==> src/rtl/fifo_pkg.sv <==
// Shared definitions for the single-clock FIFO: read-mode constants, clog2 and
// the threshold legality check used at elaboration.
package fifo_pkg;

    localparam int unsigned FIFO_STD  = 0;
    localparam int unsigned FIFO_FWFT = 1;

    function automatic int unsigned clog2(input int unsigned value);
        int unsigned res;
        res = 0;
        while ((32'd1 << res) < value) begin
            res = res + 1;
        end
        return res;
    endfunction

    // Thresholds must satisfy AE < AF <= DEPTH with AF at least 1.
    function automatic bit thresh_ok(input int unsigned depth, input int unsigned af,
                                     input int unsigned ae);
        return (af >= 1) && (af <= depth) && (ae < af);
    endfunction

endpackage

==> src/rtl/sync_fifo_ram.sv <==
// DEPTH x DATA_W storage with one synchronous write port and one read port that is
// either registered (standard mode) or asynchronous (first-word-fall-through).
module sync_fifo_ram
    import fifo_pkg::*;
#(
    parameter int unsigned DATA_W = 8,
    parameter int unsigned ADDR_W = 3,
    parameter int unsigned FWFT   = FIFO_STD
) (
    input  logic              clk,
    input  logic              rst,
    input  logic              we,
    input  logic [ADDR_W-1:0] waddr,
    input  logic [DATA_W-1:0] wdata,
    input  logic              re,
    input  logic [ADDR_W-1:0] raddr,
    output logic [DATA_W-1:0] rdata
);

    localparam int unsigned DEPTH = 2 ** ADDR_W;

    logic [DATA_W-1:0] mem [DEPTH];

    // Storage is deliberately not reset; the read path never exposes stale words.
    always_ff @(posedge clk) begin
        if (we) begin
            mem[waddr] <= wdata;
        end
    end

    if (FWFT == FIFO_FWFT) begin : g_async_rd
        logic unused_rd;
        assign unused_rd = ^{rst, re};
        assign rdata = mem[raddr];
    end else begin : g_reg_rd
        logic [DATA_W-1:0] rdata_q;
        always_ff @(posedge clk) begin
            if (rst) begin
                rdata_q <= '0;
            end else if (re) begin
                rdata_q <= mem[raddr];
            end
        end
        assign rdata = rdata_q;
    end

endmodule

==> src/rtl/sync_fifo_param.sv <==
// Single-clock parametrised FIFO: binary pointers, occupancy count, registered
// full/empty/almost flags and sticky overflow/underflow error flags.
module sync_fifo_param
    import fifo_pkg::*;
#(
    parameter int unsigned DATA_W    = 8,
    parameter int unsigned ADDR_W    = 3,
    parameter int unsigned AF_THRESH = (2 ** ADDR_W) - 1,
    parameter int unsigned AE_THRESH = 1,
    parameter int unsigned FWFT      = FIFO_STD
) (
    input  logic              clk,
    input  logic              rst,
    input  logic              wr_en,
    input  logic [DATA_W-1:0] wr_data,
    input  logic              rd_en,
    output logic [DATA_W-1:0] rd_data,
    output logic              full,
    output logic              empty,
    output logic              almost_full,
    output logic              almost_empty,
    output logic [ADDR_W:0]   count,
    output logic              overflow,
    output logic              underflow
);

    localparam int unsigned     DEPTH    = 2 ** ADDR_W;
    localparam logic [ADDR_W:0] FULL_CNT = {1'b1, {ADDR_W{1'b0}}};
    localparam logic [ADDR_W:0] AF_LVL   = AF_THRESH[ADDR_W:0];
    localparam logic [ADDR_W:0] AE_LVL   = AE_THRESH[ADDR_W:0];

    if (!thresh_ok(DEPTH, AF_THRESH, AE_THRESH)) begin : g_bad_params
        $error("sync_fifo_param: illegal thresholds, need AE_THRESH < AF_THRESH <= DEPTH");
    end

    logic [ADDR_W:0]   wr_ptr_q, rd_ptr_q, count_q, count_d;
    logic              full_q, empty_q, af_q, ae_q, ovf_q, udf_q;
    logic              wr_acc, rd_acc;
    logic [DATA_W-1:0] ram_rdata;

    // Full/empty gate acceptance strictly: no same-cycle bypass either way.
    assign wr_acc = wr_en & ~full_q;
    assign rd_acc = rd_en & ~empty_q;

    always_comb begin
        count_d = count_q;
        if (wr_acc && !rd_acc) begin
            count_d = count_q + 1'b1;
        end else if (rd_acc && !wr_acc) begin
            count_d = count_q - 1'b1;
        end
    end

    always_ff @(posedge clk) begin
        if (rst) begin
            wr_ptr_q <= '0;
            rd_ptr_q <= '0;
            count_q  <= '0;
            full_q   <= 1'b0;
            empty_q  <= 1'b1;
            af_q     <= 1'b0;
            ae_q     <= 1'b1;
            ovf_q    <= 1'b0;
            udf_q    <= 1'b0;
        end else begin
            if (wr_acc) begin
                wr_ptr_q <= wr_ptr_q + 1'b1;
            end
            if (rd_acc) begin
                rd_ptr_q <= rd_ptr_q + 1'b1;
            end
            count_q <= count_d;
            full_q  <= (count_d == FULL_CNT);
            empty_q <= (count_d == '0);
            af_q    <= (count_d >= AF_LVL);
            ae_q    <= (count_d <= AE_LVL);
            ovf_q   <= ovf_q | (wr_en & full_q);
            udf_q   <= udf_q | (rd_en & empty_q);
        end
    end

    sync_fifo_ram #(
        .DATA_W (DATA_W),
        .ADDR_W (ADDR_W),
        .FWFT   (FWFT)
    ) u_ram (
        .clk   (clk),
        .rst   (rst),
        .we    (wr_acc),
        .waddr (wr_ptr_q[ADDR_W-1:0]),
        .wdata (wr_data),
        .re    (rd_acc),
        .raddr (rd_ptr_q[ADDR_W-1:0]),
        .rdata (ram_rdata)
    );

    if (FWFT == FIFO_FWFT) begin : g_fwft_out
        assign rd_data = empty_q ? '0 : ram_rdata;
    end else begin : g_std_out
        assign rd_data = ram_rdata;
    end

    assign full         = full_q;
    assign empty        = empty_q;
    assign almost_full  = af_q;
    assign almost_empty = ae_q;
    assign count        = count_q;
    assign overflow     = ovf_q;
    assign underflow    = udf_q;

endmodule

==> config.mk <==
export PLATFORM = sky130hd
export DESIGN_NAME = sync_fifo_param
export DESIGN_NICKNAME = d
export VERILOG_FILES = /design/src/rtl/fifo_pkg.sv /design/src/rtl/sync_fifo_ram.sv /design/src/rtl/sync_fifo_param.sv
export SDC_FILE = /design/constraint.sdc
export NUM_CORES = 1
export LEC_CHECK = 0
export CORE_MARGIN = 2
export CORE_UTILIZATION = 41
export CTS_CLUSTER_SIZE = 20
export DETAILED_ROUTE_END_ITERATION = 8
export DONT_BUFFER_PORTS = 1
export GPL_TIMING_DRIVEN = 0
export SLEW_MARGIN = 20
export SYNTH_ARGS = -nofsm -noshare
export SYNTH_HDL_FRONTEND = slang
export SYNTH_SLANG_ARGS = --single-unit
==> constraint.sdc <==
create_clock -name clk -period 1.7 [get_ports clk]
set_clock_uncertainty 0.05 [all_clocks]
set_input_delay 0.17 -clock clk [delete_from_list [all_inputs] [get_ports clk]]
set_output_delay 0.17 -clock clk [all_outputs]
set_load 0.005 [all_outputs]
==> impl_metrics.csv <==
group,metric,value,unit
setup_path,path_buf_inv,2,
logic_synthesis,synth_area,3512,µm²
logic_synthesis,synth_top_area_cell,"edfxtp_1",
setup_path,cp-startpoint,"rd_ptr_q[0]$_SDFFE_PP0P_",
clock_network,worstSkewPairLatency,0.36,ns
routing,drt_wl_total,6.616,mm
setup_path,r2r_cells,5,
setup_path,cp_slowest_stage_delay,0.51,ns
timing,setup_viol,0,
setup_path,end_kind,"flop",
layout,fill_cells,673,
setup_path,slowest_stage,"mux4_2",
global_routing,use_met1,20.65,%
routing,ant_nets,0,
logic_synthesis,mappedNetlistNets,227,
logic_synthesis,synth_xor_area_share,1.710,%
floorplan,core_area,8258,µm²
global_routing,track_usage,15.27,%
setup_path,r2r-start,"rd_ptr_q[0]$_SDFFE_PP0P_",
clock_network,cts_tree,"yes",
logic_synthesis,synth.area.top_cells,"edfxtp_1 55%, dfxtp_1 14%, mux4_2 10%, nor2_1 2.5%, mux2i_1 2.3%",
clock_network,h-tree-depth,3,
logic_synthesis,synthAdderAreaFrac,1.425,%
floorplan,die_height,96.56,µm
power,p_leak,1.408,nW
setup_path,cp.arrival,1.83,ns
setup_path,r2r_setup_slack,0.05,ns
setup_path,crit_end,"u_ram.rdata[0]$_SDFFE_PP0P_",
setup_path,path_class,"reg -> reg",
layout,fin_area,4264,µm²
logic_synthesis,netlist_instances,211,
clock_network,cts.sink_count,88,
timing,worst_pin_slew,0.5065,ns
placed_design,hpwl,3.990,mm
layout,fin_cells,358,
floorplan,dieArea,9323,µm²
setup_path,crit_family,"multiplexers",
placed_design,gp_congestion,0.7553,
global_routing,grt_pass1_wl,9.894,mm
run_status,status,"completed",
global_routing,grtUsageMet3,4.112,%
routing,num_vias,1863,
logic_synthesis,synthArstFlopShare,0,%
setup_path,critPathRequiredTime,1.88,ns
timing,period_share,97.26,%
setup_path,path_cells,"buf_8 > buf_4 > mux4_2 > mux2i_1 > a211oi_1",
placed_design,io_buffer_count,0,
timing,fmax,604.8,MHz
power,irDropWorstVdd,0.0004476,V
floorplan,fp.dieW,96.56,µm
placed_design,placed_area,3654,µm²
layout,area_growth,21.41,%
timing,layout_min_cycle_time,1.653,ns
logic_synthesis,synth_warnings,0,
layout,antenna_cells,0,
min_path,hp-class,"in -> reg",
setup_path,path_depth,5,
floorplan,ios,30,
setup_path,worst_r2r_endpoint,"u_ram.rdata[0]$_SDFFE_PP0P_",
global_routing,antenna_found_initial,0,
global_routing,grt_util_met2,23.15,%
timing,whs,0.06275,ns
routing,drt_pass1_iterations,4,
logic_synthesis,synth_edf_count,64,
routing,drcViolationCount,0,
logic_synthesis,synth-compound-area-share,5.023,%
routing,post_drt_via_cell_ratio,5.204,
power,power_density,1219,nW/µm²
logic_synthesis,ys_seq_area_share,68.40,%
logic_synthesis,synth_top_area_share,54.72,%
timing,max_slew_margin,66.23,%
placed_design,dp.cells,316,
setup_path,cp-start-kind,"flop",
layout,final_nets,264,
global_routing,busiest_layer,"met2",
routing,wl_per_cell,18.48,µm
setup_path,critical_path.max_fanout,4,
clock_network,clk_transition_reported_paths,0.08,ns
logic_synthesis,syn_avg_cell_area,16.65,µm²
timing,finalHoldViolations,0,
clock_network,cts_buffers,9,
global_routing,grt-ovfl-total,0,
layout,layout-drive-gt1-share,32.41,%
flow_run,cap_violations,0,
clock_network,clock_path_buffers,2,
floorplan,start_util,42.53,%
logic_synthesis,synth.distinct_cells,37,
logic_synthesis,yosys-top-cells-count,"64 x edfxtp_1, 24 x dfxtp_1, 23 x nor2_1",
logic_synthesis,yosys_register_bits,88,
logic_synthesis,synth_top_family_by_area,"multiplexers",
floorplan,rows,33,
routing,first_iter_violations,71,
clock_network,cts.root.buffer_cell,"clkbuf_8",
global_routing,grt_pass1_vias,1764,
timing,drv_slew,0,
logic_synthesis,ys.flop_type,"edfxtp_1",
logic_synthesis,synthMuxAreaShare,13.18,%
global_routing,grt_max_degree,17,
timing,rsz0062_at_grt,"false",
logic_synthesis,yosysMostFrequentCell,"edfxtp_1",
logic_synthesis,synthSimpleGateAreaFrac,7.873,%
power,p_total,0.005199,W
==> cells in the final DEF, fill, tap and decap left out, drive strengths merged <==
master | Yosys | routed
inv | 4 | 6
clkbuf | 2 | 14
nor3b | 1 | 1
a211oi | 10 | 10
ha | 4 | 4
nor2 | 24 | 24
nor4 | 1 | 1
mux4 | 16 | 16
clkinv | 0 | 3
dlygate4sd3 | 0 | 11
clkinvlp | 0 | 1
and3 | 1 | 1
dfxtp | 24 | 24
a2bb2oi | 1 | 1
mux2i | 9 | 9
edfxtp | 64 | 64
nor3 | 4 | 4
a311o | 1 | 1
nand2b | 6 | 6
nand2 | 11 | 11
o21ai | 1 | 1
xnor2 | 3 | 3
buf | 8 | 21
o211a | 2 | 2
nor2b | 3 | 3
nand3 | 1 | 1
a21oi | 6 | 6
o31ai | 1 | 1
xor2 | 3 | 3
==> worst min-delay path by stage <==
stage / cells after the start / from / slack (ns) / endpoint
floorplan: 0 / wr_data[0] / 0.22 / u_ram.mem[0][0]$_DFFE_PP_
global placement: 0 / wr_data[5] / 0.22 / u_ram.mem[2][5]$_DFFE_PP_
detailed placement: 0 / wr_data[2] / 0.22 / u_ram.mem[2][2]$_DFFE_PP_
CTS: 3 / rd_en / 0.04 / rd_ptr_q[1]$_SDFFE_PP0P_
global route: 3 / rd_en / 0.06 / rd_ptr_q[1]$_SDFFE_PP0P_
finish: 3 / rd_en / 0.06 / rd_ptr_q[1]$_SDFFE_PP0P_
==> flip-flops by register name, summed over array words and instances (netlist names) <==
name,cells
almost_empty,1
rd_ptr_q,3
count,4
u_ram.rdata,8
almost_full,1
underflow,1
wr_ptr_q,3
overflow,1
u_ram.mem,64
empty,1
full,1
==> metal layers <==
layer | share of wire (%) | up-vias | routed length, µm
met5 | 0 | - | 0
met4 | 2.1 | 0 | 140
met3 | 5.0 | 10 | 328
met2 | 47 | 42 | 3105
met1 | 46 | 935 | 3042
li1 | - | 876 | -
==> report_power, final <==
part	switching, W	internal, W	leakage (nW)
registers	0.000147	0.00249	0.780
logic	0.000596	0.000636	0.539
clock network	0.000773	0.000554	0.0890
==> kinds of logic after synthesis <==
| group | after synthesis |
|---|---|
| muxes | 25 |
| buffers and inverters | 14 |
| xor gates and xnor gates | 6 |
| AOI/OAI and AO/OA | 22 |
| DFF | 88 |
| adders and majority gates | 4 |
| and+or+nand+nor | 52 |
==> layout make-up <==
| type | count | area, µm² | area share, % |
|---|---|---|---|
| Buffer | 10 | 90.09 | 2.113 |
| Inverter | 4 | 15.01 | 0.3521 |
| Sequential cell | 88 | 2412 | 56.57 |
| Multi-Input combinational cell | 109 | 1119 | 26.23 |
| Clock buffer | 10 | 127.6 | 2.993 |
| Tap cell | 105 | 131.4 | 3.081 |
| Clock inverter | 6 | 53.80 | 1.262 |
| Timing Repair Buffer | 26 | 315.3 | 7.394 |
==> worst reg2reg max path, stage by stage, from the launching register on <==
cell and delay (ns):
dfxtp_2 0.35, buf_8 0.12, buf_4 0.14, mux4_2 0.51, mux2i_1 0.25, a211oi_1 0.11
==> per-stage QoR <==
step                      TNS (ns)  setup WS [ns]  util (%)
after floorplan                  0         0.1253         -
after global placement      -15.62        -0.2592     44.24
after detailed placement    -16.55        -0.3052     44.24
after CTS                   -3.835        -0.1120     49.02
after global routing             0       0.002184     51.64
final                            0        0.04652     51.64
==> timing repair <==
action                                  in CTS  in global routing
pin swaps                                    0                  5
hold buffers                                11                  0
gates cloned                                 0                  1
hold endpoints to repair                    69                  0
resized for setup                           17                 14
endpoints found under the setup margin      74                 53
buffers inserted                             6                  8
Note: power is estimated with default switching activity, not from simulation.
